## src/rtl/dram_region_loader_pkg.sv

```systemverilog
// Shared definitions for the DRAM region loader.
//   state_e      : FSM state encodings (also exported on state_o)
//   slice_lo     : low bit of element 'idx' in a flattened per-region bus
//   beats_eff    : beats-per-word with a programmed 0 read as 1
package dram_region_loader_pkg;

    typedef enum logic [2:0] {
        ST_IDLE   = 3'd0,
        ST_SELECT = 3'd1,
        ST_FETCH  = 3'd2,
        ST_WRITE  = 3'd3,
        ST_DONE   = 3'd4
    } state_e;

    function automatic int unsigned slice_lo(input int unsigned idx, input int unsigned width);
        return idx * width;
    endfunction

    function automatic logic [31:0] beats_eff(input logic [31:0] beats);
        return (beats == 32'd0) ? 32'd1 : beats;
    endfunction

endpackage

```

## src/rtl/dram_region_loader_if.sv

```systemverilog
// Bus bundle between the loader, the DRAM read port and the destination buffers.
//   dram_rd_req / dram_rd_addr / dram_rd_ack : read request handshake (req held until ack)
//   dst_wr_en / dst_wr_addr / dst_partial / dst_region : destination write strobe and tags
// master = loader side, slave = memory / buffer side.
interface dram_region_loader_if #(
    parameter int DRAM_ADDR_WIDTH = 18,
    parameter int DST_ADDR_WIDTH  = 16,
    parameter int REG_IDX_WIDTH   = 2
);
    logic                       dram_rd_req;
    logic [DRAM_ADDR_WIDTH-1:0] dram_rd_addr;
    logic                       dram_rd_ack;
    logic                       dst_wr_en;
    logic [DST_ADDR_WIDTH-1:0]  dst_wr_addr;
    logic                       dst_partial;
    logic [REG_IDX_WIDTH-1:0]   dst_region;

    modport master (
        output dram_rd_req,
        output dram_rd_addr,
        input  dram_rd_ack,
        output dst_wr_en,
        output dst_wr_addr,
        output dst_partial,
        output dst_region
    );

    modport slave (
        input  dram_rd_req,
        input  dram_rd_addr,
        output dram_rd_ack,
        input  dst_wr_en,
        input  dst_wr_addr,
        input  dst_partial,
        input  dst_region
    );
endinterface

```

## src/rtl/dram_region_loader_region_addr_gen.sv

```systemverilog
// Read address generator for the region currently being loaded.
//   clr_i          : restart the offset at 0 (new region)
//   inc_i          : advance the offset by one (beat accepted)
//   start_addr_i   : start address of the selected region
//   finish_addr_i  : inclusive last address of the selected region
//   addr_o         : address for the offset value taking effect at the next edge
//   last_o         : addr_o is the region's finish address
// Looking one edge ahead lets the FSM register the request address.
module dram_region_loader_region_addr_gen #(
    parameter int ADDR_W = 18
) (
    input  logic              clk_i,
    input  logic              rst_i,
    input  logic              clr_i,
    input  logic              inc_i,
    input  logic [ADDR_W-1:0] start_addr_i,
    input  logic [ADDR_W-1:0] finish_addr_i,
    output logic [ADDR_W-1:0] addr_o,
    output logic              last_o
);
    logic [ADDR_W-1:0] offset_q;
    logic [ADDR_W-1:0] offset_d;

    always_comb begin
        offset_d = offset_q;
        if (clr_i) begin
            offset_d = '0;
        end else if (inc_i) begin
            offset_d = offset_q + ADDR_W'(1);
        end
    end

    assign addr_o = start_addr_i + offset_d;
    assign last_o = (addr_o == finish_addr_i);

    always_ff @(posedge clk_i or posedge rst_i) begin
        if (rst_i) begin
            offset_q <= '0;
        end else begin
            offset_q <= offset_d;
        end
    end
endmodule

```

## src/rtl/dram_region_loader.sv

```systemverilog
// Streams up to N_REGIONS contiguous DRAM regions, in index order, into on-chip buffers.
//   clk_i, weight_wr_addr_rst   : clock, async active-high reset
//   start_i                     : start pulse (honoured in IDLE / DONE)
//   region_en_i                 : per-region enable, sampled at start
//   region_start_addr_i         : flattened per-region start addresses
//   region_finish_addr_i        : flattened per-region inclusive finish addresses
//   region_beats_i              : flattened per-region beats per destination word (0 = 1)
//   bus                         : DRAM read handshake + destination write port
//   region_done_o               : sticky per-region completion flags
//   busy_o / done_o / state_o   : status
//
// state  | meaning
// IDLE   | waiting for start
// SELECT | pick the next enabled region, skip empty ones
// FETCH  | request one DRAM beat, wait for ack
// WRITE  | one-cycle destination write strobe
// DONE   | all enabled regions loaded, waiting for restart
module dram_region_loader
    import dram_region_loader_pkg::*;
#(
    parameter int DRAM_ADDR_WIDTH = 18,
    parameter int DST_ADDR_WIDTH  = 16,
    parameter int N_REGIONS       = 4,
    parameter int REG_IDX_WIDTH   = 2,
    parameter int BEAT_CNT_WIDTH  = 4
) (
    input  logic                                 clk_i,
    input  logic                                 weight_wr_addr_rst,
    input  logic                                 start_i,
    input  logic [N_REGIONS-1:0]                 region_en_i,
    input  logic [N_REGIONS*DRAM_ADDR_WIDTH-1:0] region_start_addr_i,
    input  logic [N_REGIONS*DRAM_ADDR_WIDTH-1:0] region_finish_addr_i,
    input  logic [N_REGIONS*BEAT_CNT_WIDTH-1:0]  region_beats_i,
    dram_region_loader_if.master                 bus,
    output logic [N_REGIONS-1:0]                 region_done_o,
    output logic                                 busy_o,
    output logic                                 done_o,
    output logic [2:0]                           state_o
);
    // One extra bit so the scan pointer can step past the last region.
    localparam int SCAN_W = REG_IDX_WIDTH + 1;

    state_e                      state_q, state_d;
    logic [SCAN_W-1:0]           idx_q, idx_d;
    logic [N_REGIONS-1:0]        en_q, en_d;
    logic [N_REGIONS-1:0]        region_done_q, region_done_d;
    logic [BEAT_CNT_WIDTH-1:0]   beat_q, beat_d;
    logic [DST_ADDR_WIDTH-1:0]   dst_addr_q, dst_addr_d;
    logic [DRAM_ADDR_WIDTH-1:0]  rd_addr_q, rd_addr_d;
    logic                        last_q, last_d;
    logic                        partial_q, partial_d;
    logic [REG_IDX_WIDTH-1:0]    region_q, region_d;
    logic                        req_q, req_d;
    logic                        wr_en_q, wr_en_d;
    logic                        busy_q, busy_d;
    logic                        done_q, done_d;

    logic                        sel_found;
    logic [REG_IDX_WIDTH-1:0]    sel_idx;
    logic [REG_IDX_WIDTH-1:0]    cur_idx;
    logic [DRAM_ADDR_WIDTH-1:0]  start_sel;
    logic [DRAM_ADDR_WIDTH-1:0]  finish_sel;
    logic [BEAT_CNT_WIDTH-1:0]   beats_raw;
    logic [BEAT_CNT_WIDTH-1:0]   beats_sel;
    logic                        sel_empty;
    logic                        beat_last;
    logic                        gen_clr;
    logic                        gen_inc;
    logic [DRAM_ADDR_WIDTH-1:0]  gen_addr;
    logic                        gen_last;

    // Lowest enabled region at or above the scan pointer.
    always_comb begin
        sel_found = 1'b0;
        sel_idx   = '0;
        for (int i = 0; i < N_REGIONS; i++) begin
            if (!sel_found && en_q[i] && (SCAN_W'(i) >= idx_q)) begin
                sel_found = 1'b1;
                sel_idx   = REG_IDX_WIDTH'(i);
            end
        end
    end

    // While selecting, the candidate region drives the mux; afterwards the owning region does.
    assign cur_idx    = (state_q == ST_SELECT) ? sel_idx : region_q;
    assign start_sel  = region_start_addr_i[slice_lo(32'(cur_idx), DRAM_ADDR_WIDTH) +: DRAM_ADDR_WIDTH];
    assign finish_sel = region_finish_addr_i[slice_lo(32'(cur_idx), DRAM_ADDR_WIDTH) +: DRAM_ADDR_WIDTH];
    assign beats_raw  = region_beats_i[slice_lo(32'(cur_idx), BEAT_CNT_WIDTH) +: BEAT_CNT_WIDTH];
    assign beats_sel  = BEAT_CNT_WIDTH'(beats_eff(32'(beats_raw)));
    assign sel_empty  = (finish_sel < start_sel);
    assign beat_last  = (beat_q == (beats_sel - BEAT_CNT_WIDTH'(1)));

    assign gen_clr = (state_q == ST_SELECT) && sel_found && !sel_empty;
    assign gen_inc = (state_q == ST_FETCH) && bus.dram_rd_ack;

    dram_region_loader_region_addr_gen #(
        .ADDR_W (DRAM_ADDR_WIDTH)
    ) u_region_addr_gen (
        .clk_i         (clk_i),
        .rst_i         (weight_wr_addr_rst),
        .clr_i         (gen_clr),
        .inc_i         (gen_inc),
        .start_addr_i  (start_sel),
        .finish_addr_i (finish_sel),
        .addr_o        (gen_addr),
        .last_o        (gen_last)
    );

    always_comb begin
        state_d       = state_q;
        idx_d         = idx_q;
        en_d          = en_q;
        region_done_d = region_done_q;
        beat_d        = beat_q;
        dst_addr_d    = dst_addr_q;
        rd_addr_d     = rd_addr_q;
        last_d        = last_q;
        partial_d     = 1'b0;
        region_d      = region_q;

        case (state_q)
            ST_IDLE, ST_DONE: begin
                if (start_i) begin
                    en_d          = region_en_i;
                    region_done_d = '0;
                    idx_d         = '0;
                    state_d       = ST_SELECT;
                end
            end
            ST_SELECT: begin
                if (!sel_found) begin
                    state_d = ST_DONE;
                end else if (sel_empty) begin
                    region_done_d[sel_idx] = 1'b1;
                    idx_d                  = SCAN_W'(sel_idx) + SCAN_W'(1);
                end else begin
                    region_d   = sel_idx;
                    idx_d      = SCAN_W'(sel_idx);
                    beat_d     = '0;
                    dst_addr_d = '0;
                    state_d    = ST_FETCH;
                end
            end
            ST_FETCH: begin
                if (bus.dram_rd_ack) begin
                    if (last_q || beat_last) begin
                        // A word cut short by the region end is flagged partial.
                        partial_d = !beat_last;
                        state_d   = ST_WRITE;
                    end else begin
                        beat_d = beat_q + BEAT_CNT_WIDTH'(1);
                    end
                end
            end
            ST_WRITE: begin
                // Region ends on its finish address or when the destination counter saturates.
                if (last_q || (dst_addr_q == {DST_ADDR_WIDTH{1'b1}})) begin
                    region_done_d[region_q] = 1'b1;
                    idx_d                   = SCAN_W'(region_q) + SCAN_W'(1);
                    state_d                 = ST_SELECT;
                end else begin
                    dst_addr_d = dst_addr_q + DST_ADDR_WIDTH'(1);
                    beat_d     = '0;
                    state_d    = ST_FETCH;
                end
            end
            default: begin
                state_d = ST_IDLE;
            end
        endcase

        // Address only moves when a FETCH cycle follows, so it is stable while req is high.
        if (state_d == ST_FETCH) begin
            rd_addr_d = gen_addr;
            last_d    = gen_last;
        end

        req_d   = (state_d == ST_FETCH);
        wr_en_d = (state_d == ST_WRITE);
        busy_d  = (state_d == ST_SELECT) || (state_d == ST_FETCH) || (state_d == ST_WRITE);
        done_d  = (state_d == ST_DONE);
    end

    always_ff @(posedge clk_i or posedge weight_wr_addr_rst) begin
        if (weight_wr_addr_rst) begin
            state_q       <= ST_IDLE;
            idx_q         <= '0;
            en_q          <= '0;
            region_done_q <= '0;
            beat_q        <= '0;
            dst_addr_q    <= '0;
            rd_addr_q     <= '0;
            last_q        <= 1'b0;
            partial_q     <= 1'b0;
            region_q      <= '0;
            req_q         <= 1'b0;
            wr_en_q       <= 1'b0;
            busy_q        <= 1'b0;
            done_q        <= 1'b0;
        end else begin
            state_q       <= state_d;
            idx_q         <= idx_d;
            en_q          <= en_d;
            region_done_q <= region_done_d;
            beat_q        <= beat_d;
            dst_addr_q    <= dst_addr_d;
            rd_addr_q     <= rd_addr_d;
            last_q        <= last_d;
            partial_q     <= partial_d;
            region_q      <= region_d;
            req_q         <= req_d;
            wr_en_q       <= wr_en_d;
            busy_q        <= busy_d;
            done_q        <= done_d;
        end
    end

    assign bus.dram_rd_req  = req_q;
    assign bus.dram_rd_addr = rd_addr_q;
    assign bus.dst_wr_en    = wr_en_q;
    assign bus.dst_wr_addr  = dst_addr_q;
    assign bus.dst_partial  = partial_q;
    assign bus.dst_region   = region_q;
    assign region_done_o    = region_done_q;
    assign busy_o           = busy_q;
    assign done_o           = done_q;
    assign state_o          = state_q;

endmodule

```

## src/flat_wrapper.sv

```systemverilog
// flat-port wrapper written by rule: the top's interface ports become plain ports
module dram_region_loader_flat import dram_region_loader_pkg::*;
#(
    parameter int DRAM_ADDR_WIDTH = 18,
    parameter int DST_ADDR_WIDTH  = 16,
    parameter int N_REGIONS       = 4,
    parameter int REG_IDX_WIDTH   = 2,
    parameter int BEAT_CNT_WIDTH  = 4
)
  (clk_i, weight_wr_addr_rst, start_i, region_en_i, region_start_addr_i, region_finish_addr_i, region_beats_i, region_done_o, busy_o, done_o, state_o, bus_dram_rd_req, bus_dram_rd_addr, bus_dram_rd_ack, bus_dst_wr_en, bus_dst_wr_addr, bus_dst_partial, bus_dst_region);
  dram_region_loader_if #(.DRAM_ADDR_WIDTH(DRAM_ADDR_WIDTH), .DST_ADDR_WIDTH(DST_ADDR_WIDTH), .REG_IDX_WIDTH(REG_IDX_WIDTH)) bus_i ();
  input  logic clk_i;
  input  logic weight_wr_addr_rst;
  input  logic start_i;
  input  logic [N_REGIONS-1:0] region_en_i;
  input  logic [N_REGIONS*DRAM_ADDR_WIDTH-1:0] region_start_addr_i;
  input  logic [N_REGIONS*DRAM_ADDR_WIDTH-1:0] region_finish_addr_i;
  input  logic [N_REGIONS*BEAT_CNT_WIDTH-1:0] region_beats_i;
  output logic [N_REGIONS-1:0] region_done_o;
  output logic busy_o;
  output logic done_o;
  output logic [2:0] state_o;
  output wire logic [$bits(bus_i.dram_rd_req)-1:0] bus_dram_rd_req;
  output wire logic [$bits(bus_i.dram_rd_addr)-1:0] bus_dram_rd_addr;
  input wire logic [$bits(bus_i.dram_rd_ack)-1:0] bus_dram_rd_ack;
  output wire logic [$bits(bus_i.dst_wr_en)-1:0] bus_dst_wr_en;
  output wire logic [$bits(bus_i.dst_wr_addr)-1:0] bus_dst_wr_addr;
  output wire logic [$bits(bus_i.dst_partial)-1:0] bus_dst_partial;
  output wire logic [$bits(bus_i.dst_region)-1:0] bus_dst_region;
  assign bus_dram_rd_req = bus_i.dram_rd_req;
  assign bus_dram_rd_addr = bus_i.dram_rd_addr;
  assign bus_i.dram_rd_ack = bus_dram_rd_ack;
  assign bus_dst_wr_en = bus_i.dst_wr_en;
  assign bus_dst_wr_addr = bus_i.dst_wr_addr;
  assign bus_dst_partial = bus_i.dst_partial;
  assign bus_dst_region = bus_i.dst_region;
  dram_region_loader #(.DRAM_ADDR_WIDTH(DRAM_ADDR_WIDTH), .DST_ADDR_WIDTH(DST_ADDR_WIDTH), .N_REGIONS(N_REGIONS), .REG_IDX_WIDTH(REG_IDX_WIDTH), .BEAT_CNT_WIDTH(BEAT_CNT_WIDTH)) u_core (.clk_i(clk_i), .weight_wr_addr_rst(weight_wr_addr_rst), .start_i(start_i), .region_en_i(region_en_i), .region_start_addr_i(region_start_addr_i), .region_finish_addr_i(region_finish_addr_i), .region_beats_i(region_beats_i), .bus(bus_i), .region_done_o(region_done_o), .busy_o(busy_o), .done_o(done_o), .state_o(state_o));
endmodule
```

## config.mk

```make
export PLATFORM = sky130hd
export DESIGN_NAME = dram_region_loader_flat
export DESIGN_NICKNAME = d
export VERILOG_FILES = /design/src/rtl/dram_region_loader_pkg.sv /design/src/rtl/dram_region_loader_if.sv /design/src/rtl/dram_region_loader_region_addr_gen.sv /design/src/rtl/dram_region_loader.sv /design/src/flat_wrapper.sv
export SDC_FILE = /design/constraint.sdc
export NUM_CORES = 1
export LEC_CHECK = 0
export CORE_UTILIZATION = 44
export DETAILED_ROUTE_END_ITERATION = 7
export GPL_TIMING_DRIVEN = 0
export PLACE_DENSITY = 0.89
export SLEW_MARGIN = 20
export SYNTH_ARGS = -nofsm -noshare
export SYNTH_HDL_FRONTEND = slang
export SYNTH_HIERARCHICAL = 1
export SYNTH_SLANG_ARGS = --single-unit
```

## constraint.sdc

```tcl
create_clock -name clk_i -period 8 [get_ports clk_i]
set_clock_uncertainty 0.05 [all_clocks]
set_input_delay 0.8 -clock clk_i [delete_from_list [all_inputs] [get_ports clk_i]]
set_output_delay 0.8 -clock clk_i [all_outputs]
set_load 0.02 [all_outputs]
```

### Word level (Yosys, flattened, before mapping)

Cells that the tools add are included.

| cells by class | value |
|---|---|
| $add $sub $neg | 7 |
| $mul | 1 |
| order comparisons | 9 |
| equal/unequal tests | 19 |
| shift operators | 3 |
| mux-type cells | 45 |
| bitwise logic cells | 3 |
| reductions and logical operators | 33 |

Operator list:

| operator | number |
|---|---|
| 72-bit by 8-bit indexed part select with 18-bit output | 2 |
| 16-bit two-way mux | 3 |
| 4-bit two-way mux | 10 |
| 18-bit two-way mux | 2 |
| 16-bit one-hot mux with 2 select lines | 1 |
| 3-bit two-way mux | 9 |
| 4-bit one-hot mux with 3 select lines | 2 |
| 18-bit by 1-bit adder with 18-bit output, second input constant | 1 |
| 18-bit adder | 1 |
| 18-bit == test | 1 |
| 18-bit < comparator | 1 |
| 16-bit by 1-bit adder with 16-bit output, second input constant | 1 |
| 16-bit == test, second input constant | 1 |
| 16-bit by 5-bit indexed part select with 4-bit output | 1 |
| 3-bit by 2-bit == test with 1-bit output, second input constant | 4 |
| 1-bit logical AND | 12 |
| 3-bit one-hot mux with 4 select lines | 1 |
| 1-bit two-way mux | 10 |
| 2-bit inequality test, second input constant | 5 |
| 3-bit one-hot mux with 3 select lines | 1 |
| 2-bit two-way mux | 4 |
| 4-bit OR | 2 |
| 4-bit AND reduction | 2 |
| 2-bit by 1-bit adder with 3-bit output, second input constant | 2 |
| 24 further kinds | 41 |

| word-level totals | value |
|---|---|
| register bits | 78 |
| input port bits | 168 |
| output and inout bits | 48 |
| word-level logic and storage cells | 135 |

### Logic depth before layout (Yosys ltp)

| logic depth | value |
|---|---|
| depth after elaboration | 28 |
| mapped depth | 33 |
| depth with buffers taken out | 25 |

### Cells and area by module

Netlist, hierarchy kept.

Modules (own cells, without submodules):

| module | times used | cells an instance | area each (µm²) | seq. area each (µm²) |
|---|---|---|---|---|
| dram_region_loader | 1 | 665 | 5012.3 | 1501.4 |
| dram_region_loader_region_addr_gen | 1 | 251 | 2173.3 | 450.4 |

### Worst setup path after synthesis

OpenSTA, ideal clock, no wires.

| timing path | value |
|---|---|
| kind | reg-to-reg |
| start | register u_core.state_q[0], in the netlist u_core/state_o[0] |
| end | register u_core.last_q |
| setup time | 0.083 ns |
| arrival | 7.631 ns |
| path slack | 0.236 ns |
| cell stages (with the launch flop) | 32 |
| buffers on the path | 7 |
| period minus slack after synthesis | 7.764 ns |
| cell sequence | dfrtp_1 buf_4 or3b_1 buf_2 o31ai_4 clkbuf_1 clkbuf_1 nand2_1 and3_1 a31oi_1 ha_1 nand4_1 nor3_1 nand3_1 a2111oi_2 a211oi_4 nor3_4 clkbuf_1 clkbuf_1 clkbuf_1 nor2_1 ha_1 fa_1 xnor3_2 o31a_2 o2111a_1 nand4_1 or4_1 or4_1 nor4b_2 inv_1 o22ai_1 |

RTL lines:

| element | RTL line | RTL |
|---|---|---|
| start, declared | dram_region_loader.sv:43 | `state_e state_q, state_d;` |
| start signal, assigned | dram_region_loader.sv:201 | `state_q <= state_d;` |
| 3-bit by 1-bit == test with 1-bit output | dram_region_loader.sv:85 | `assign cur_idx = (state_q == ST_SELECT) ? sel_idx : region_q;` |
| 2-bit two-way mux | dram_region_loader.sv:85 |  |
| 2-bit by 4-bit multiplier with 6-bit output | dram_region_loader_pkg.sv:16 | `return idx * width;` |
| 72-bit by 8-bit indexed part select with 18-bit output | dram_region_loader.sv:87 | `assign finish_sel = region_finish_addr_i[slice_lo(32'(cur_idx), DRAM_ADDR_WIDTH) +: DRAM_ADDR_WIDTH];` |
| named net u_core.finish_sel[14] | dram_region_loader.sv:62 | `logic [DRAM_ADDR_WIDTH-1:0] finish_sel;` |
| 18-bit < comparator | dram_region_loader.sv:90 | `assign sel_empty = (finish_sel < start_sel);` |
| 1-bit logical NOT | dram_region_loader.sv:93 | `assign gen_clr = (state_q == ST_SELECT) && sel_found && !sel_empty;` |
| 1-bit logical AND | dram_region_loader.sv:93 |  |
| named net u_core.gen_clr | dram_region_loader.sv:67 | `logic gen_clr;` |
| 18-bit two-way mux | dram_region_loader_region_addr_gen.sv:26 | `if (clr_i) begin` |
| named net u_core.u_region_addr_gen.offset_d[0] | dram_region_loader_region_addr_gen.sv:22 | `logic [ADDR_W-1:0] offset_d;` |
| 18-bit adder | dram_region_loader_region_addr_gen.sv:33 | `assign addr_o = start_addr_i + offset_d;` |
| 18-bit == test | dram_region_loader_region_addr_gen.sv:34 | `assign last_o = (addr_o == finish_addr_i);` |
| named net u_core.gen_last | dram_region_loader.sv:70 | `logic gen_last;` |
| end signal, assigned | dram_region_loader.sv:208 | `last_q <= last_d;` |
| end, declared | dram_region_loader.sv:50 | `logic last_q, last_d;` |

The timed path passes the listed nets, and every way through them passes these cells.
A chain may end at the register's enable or synchronous reset.

### Worst setup path after layout

| timing path | value |
|---|---|
| start | register u_core.state_q[2], in the netlist u_core/state_o[2] |
| end | register u_core.last_q |

RTL lines:

| element | RTL line | RTL |
|---|---|---|
| 3-bit by 1-bit == test with 1-bit output | dram_region_loader.sv:85 |  |
| 2-bit two-way mux | dram_region_loader.sv:85 |  |
| 2-bit by 4-bit multiplier with 6-bit output | dram_region_loader_pkg.sv:16 |  |
| 72-bit by 8-bit indexed part select with 18-bit output | dram_region_loader.sv:87 |  |
| named net u_core.finish_sel[15] | dram_region_loader.sv:62 |  |
| 18-bit < comparator | dram_region_loader.sv:90 |  |
| 1-bit logical NOT | dram_region_loader.sv:93 |  |
| 1-bit logical AND | dram_region_loader.sv:93 |  |
| named net u_core.gen_clr | dram_region_loader.sv:67 |  |
| 18-bit two-way mux | dram_region_loader_region_addr_gen.sv:26 |  |
| named net u_core.u_region_addr_gen.offset_d[0] | dram_region_loader_region_addr_gen.sv:22 |  |
| 18-bit adder | dram_region_loader_region_addr_gen.sv:33 |  |
| named net u_core.gen_addr[1] | dram_region_loader.sv:69 | `logic [DRAM_ADDR_WIDTH-1:0] gen_addr;` |
| 18-bit == test | dram_region_loader_region_addr_gen.sv:34 |  |
| named net u_core.gen_last | dram_region_loader.sv:70 |  |

The timed path passes the listed nets, and every way through them passes these cells.

==> metrics.txt <==
number of synthesized register bits 78; first-pass GRT wire length 38300 um; share of the synthesized area in the top cell type 27.2%; Via Count 7833; Core Region 0.0159 mm2; Residual DRC 0; initial antenna violation count 0; post-synthesis adder-cell area fraction 8.29%; H-tree levels 3; power per cell area 508 mW/mm2; final worst path period share 96.8%; Synth Area in Simple Gates 29.4%; Post-Syn Area per Cell 7.84 um2; Die H 130 um; WHS 0.455 ns; placed instance count 1348; worst-margin pin slew 0.803 ns; Top FF cell, synth dfrtp_1; cell at the slowest stage of the critical path or4_4; Starting DRT DRC Count 673; mux share of post-synthesis cell area 3.85%; relative slew slack 45.9%; post-synthesis sequential area ratio 27.2%; CP Capture Type flip-flop; Yosys top cell by area dfrtp_1; XOR/XNOR Fraction of Synth Area 9.35%; largest net degree at the start of global routing 53; root buffer cell clkbuf_16; leakage 4.62 nW; CTS Sinks 78; TritonCTS clock tree done; CP required 8.20 ns; CTS Buf Count 9; GR Util All Layers 29.7%; total global routing overflow 0; Area growth syn-to-layout 43.1%; max cap viols 0; cell count after synthesis 916; share of cells above drive strength 1 10.9%; via-per-instance ratio 5.71; path type of the worst min-delay path reg -> reg; Ys Warns 6; drt pass-1 iters 5; routability cong. 0.950; vias in the first global route 7388; Post-Syn Area 0.00719 mm2; CP max FO 10; Post-synth ARST share 100%; Initial Util 45.2%; largest family of logic cells by synthesized area simple AND/OR/NAND/NOR gates; CP peak stage delay 0.58 ns; # rows 46; minimum clock period 7.74 ns; number of synthesized flops with an enable pin 0; Post-Route WL 25000 um; port bufs 215; worst setup path category reg -> reg; Final Instance Area 0.0103 mm2; outcome complete, no violations; top post-synthesis cells by area dfrtp_1, nand2_1, ha_1; compound-gate portion of the synthesized area 16.8%; Non-Filler Instances 1372; max-slew violation count 0; Critical Path Start Type flip-flop; antenna-violating nets left 0; # nets final 1366; worst path bufs/invs 7; Clock transition at path regs 0.07 ns; Max Root-Sink Buffers 2; CP delay by family, top simple AND/OR/NAND/NOR gates; I/O pins 216; post-synth cell types 80; # diodes 0; Max VDD drop 0.261 mV; Chip Width 130 um; clock latency on the worst-skew pair 0.34 ns; Die ar. 0.0168 mm2; fmax 129 MHz; Syn Nets 1131; Final Hold Fails 0; DP HPWL 19800 um; Setup Viol. Count Final 0; fin util 64.8%; Arr. time, crit path 7.95 ns; Placed Area 0.00964 mm2; wire per inst 18.2 um
## final timing paths
path	from	to	slack [ns]	cells past startpoint
worst min-delay path	u_core/region_done_o[3]	u_core/region_done_o[3]	0.45	2
min in group asynchronous	weight_wr_addr_rst	u_core/bus.dram_rd_addr[14]	0.70	2
max in group asynchronous	weight_wr_addr_rst	u_core/u_region_addr_gen/offset_q[4]	6.51	2
worst max register to register	u_core/state_o[2]	u_core/last_q	0.26	29
worst min register to register	u_core/region_done_o[3]	u_core/region_done_o[3]	0.45	2
worst max-delay path	u_core/state_o[2]	u_core/last_q	0.26	29
## synthesized netlist by cell type, types with 8 or more instances
library cell and instances:
and3_1 29, nand4_1 14, dfrtp_1 78, a21oi_1 35
xnor2_1 35, ha_1 46, mux2_2 13, clkbuf_1 31
nand2b_1 8, and2_1 8, nand3_1 54, and2_0 10
mux2i_1 13, nor2_1 69, inv_1 40, a31oi_1 19
a221o_1 21, xor2_1 31, a21o_1 10, nor2b_1 10
o21ai_0 25, nor3_1 12, nand2_1 196
## cells by family after synthesis
kind of cell    Yosys count
simple gates            446
compound gates          164
buf+inv                  85
flops                    78
xor+xnor                 70
fa+ha+maj                47
mux                      26
## worst min-delay path: cells and delay by family (launching register included)
kind / cells / cell delay (ns)
DFF: 1 / 0.35
and+or+nand+nor: 1 / 0.08
AOI/OAI and AO/OA: 1 / 0.04
## cell usage in the layout (no fill, tap or decap), types with 12 or more instances in the layout
master,instances
clkdlybuf4s50_1,215
inv_1,39
nand4_1,14
nand3_1,54
mux2i_1,13
nor2_1,66
clkbuf_2,14
and3_1,29
nor3_1,12
a21oi_1,34
mux2_2,13
dfrtp_1,78
a221o_1,21
nand2_1,196
ha_1,46
buf_4,13
xor2_1,31
xnor2_1,33
o21ai_0,23
## sequential cells by signal, summed over array words and instances (netlist names), 2 cells and up
signal                             flops
u_core/idx_q                           3
u_core/u_region_addr_gen/offset_q     18
u_core/bus.dst_region                  2
u_core/bus.dram_rd_addr               18
u_core/en_q                            4
u_core/state_o                         3
u_core/region_done_o                   4
u_core/bus.dst_wr_addr                16
u_core/beat_q                          4
## metrics by stage
stage / power, W / TNS (ns) / setup slack [ns]
2_1_floorplan: 0.00337 / 0 / 0.236
3_5_place_dp: 0.00443 / -10.75 / -1.64
5_1_grt: 0.00560 / -0.0324 / -0.0324
4_1_cts: 0.00502 / 0 / 0.000898
6_report: 0.00522 / 0 / 0.258
3_3_place_gp: 0.00435 / -9.20 / -1.55
## metal layers
layer,up-vias,routed length [um],share of wire (%),GRT usage [%]
li1,3699,-,-,-
met1,3696,10200,41,38.6
met2,386,12200,49,50.8
met3,52,1860,7.4,3.69
met4,0,724,2.9,10.2
met5,-,0,0,0
## power breakdown
part	leakage [nW]	switching, W	internal (W)	total [W]
clock network	0.133	0.000183	0.000217	0.000400
registers	1.01	0.0000980	0.000521	0.000619
logic	3.48	0.00240	0.00180	0.00420
total	4.62	0.00268	0.00254	0.00522
## timing repair
item                       CTS  global route
setup endpoints to repair   15             2
pin swaps                    2             6
resized for setup           53            32
setup buffers                2             6
hold buffers                 0             0
## area by class of cell
| class | instances | area, um2 |
|---|---|---|
| flip-flops and latches | 78 | 1950 |
| multi-input cells | 753 | 5090 |
| clock buffers | 9 | 225 |
| repair buffers | 224 | 2240 |
| fillers | 1353 | 5600 |
| well taps | 216 | 270 |
| clock inverters | 7 | 62.6 |
| inverters | 40 | 153 |
| plain buffers | 45 | 292 |
Power figures use the tool's default switching activity.
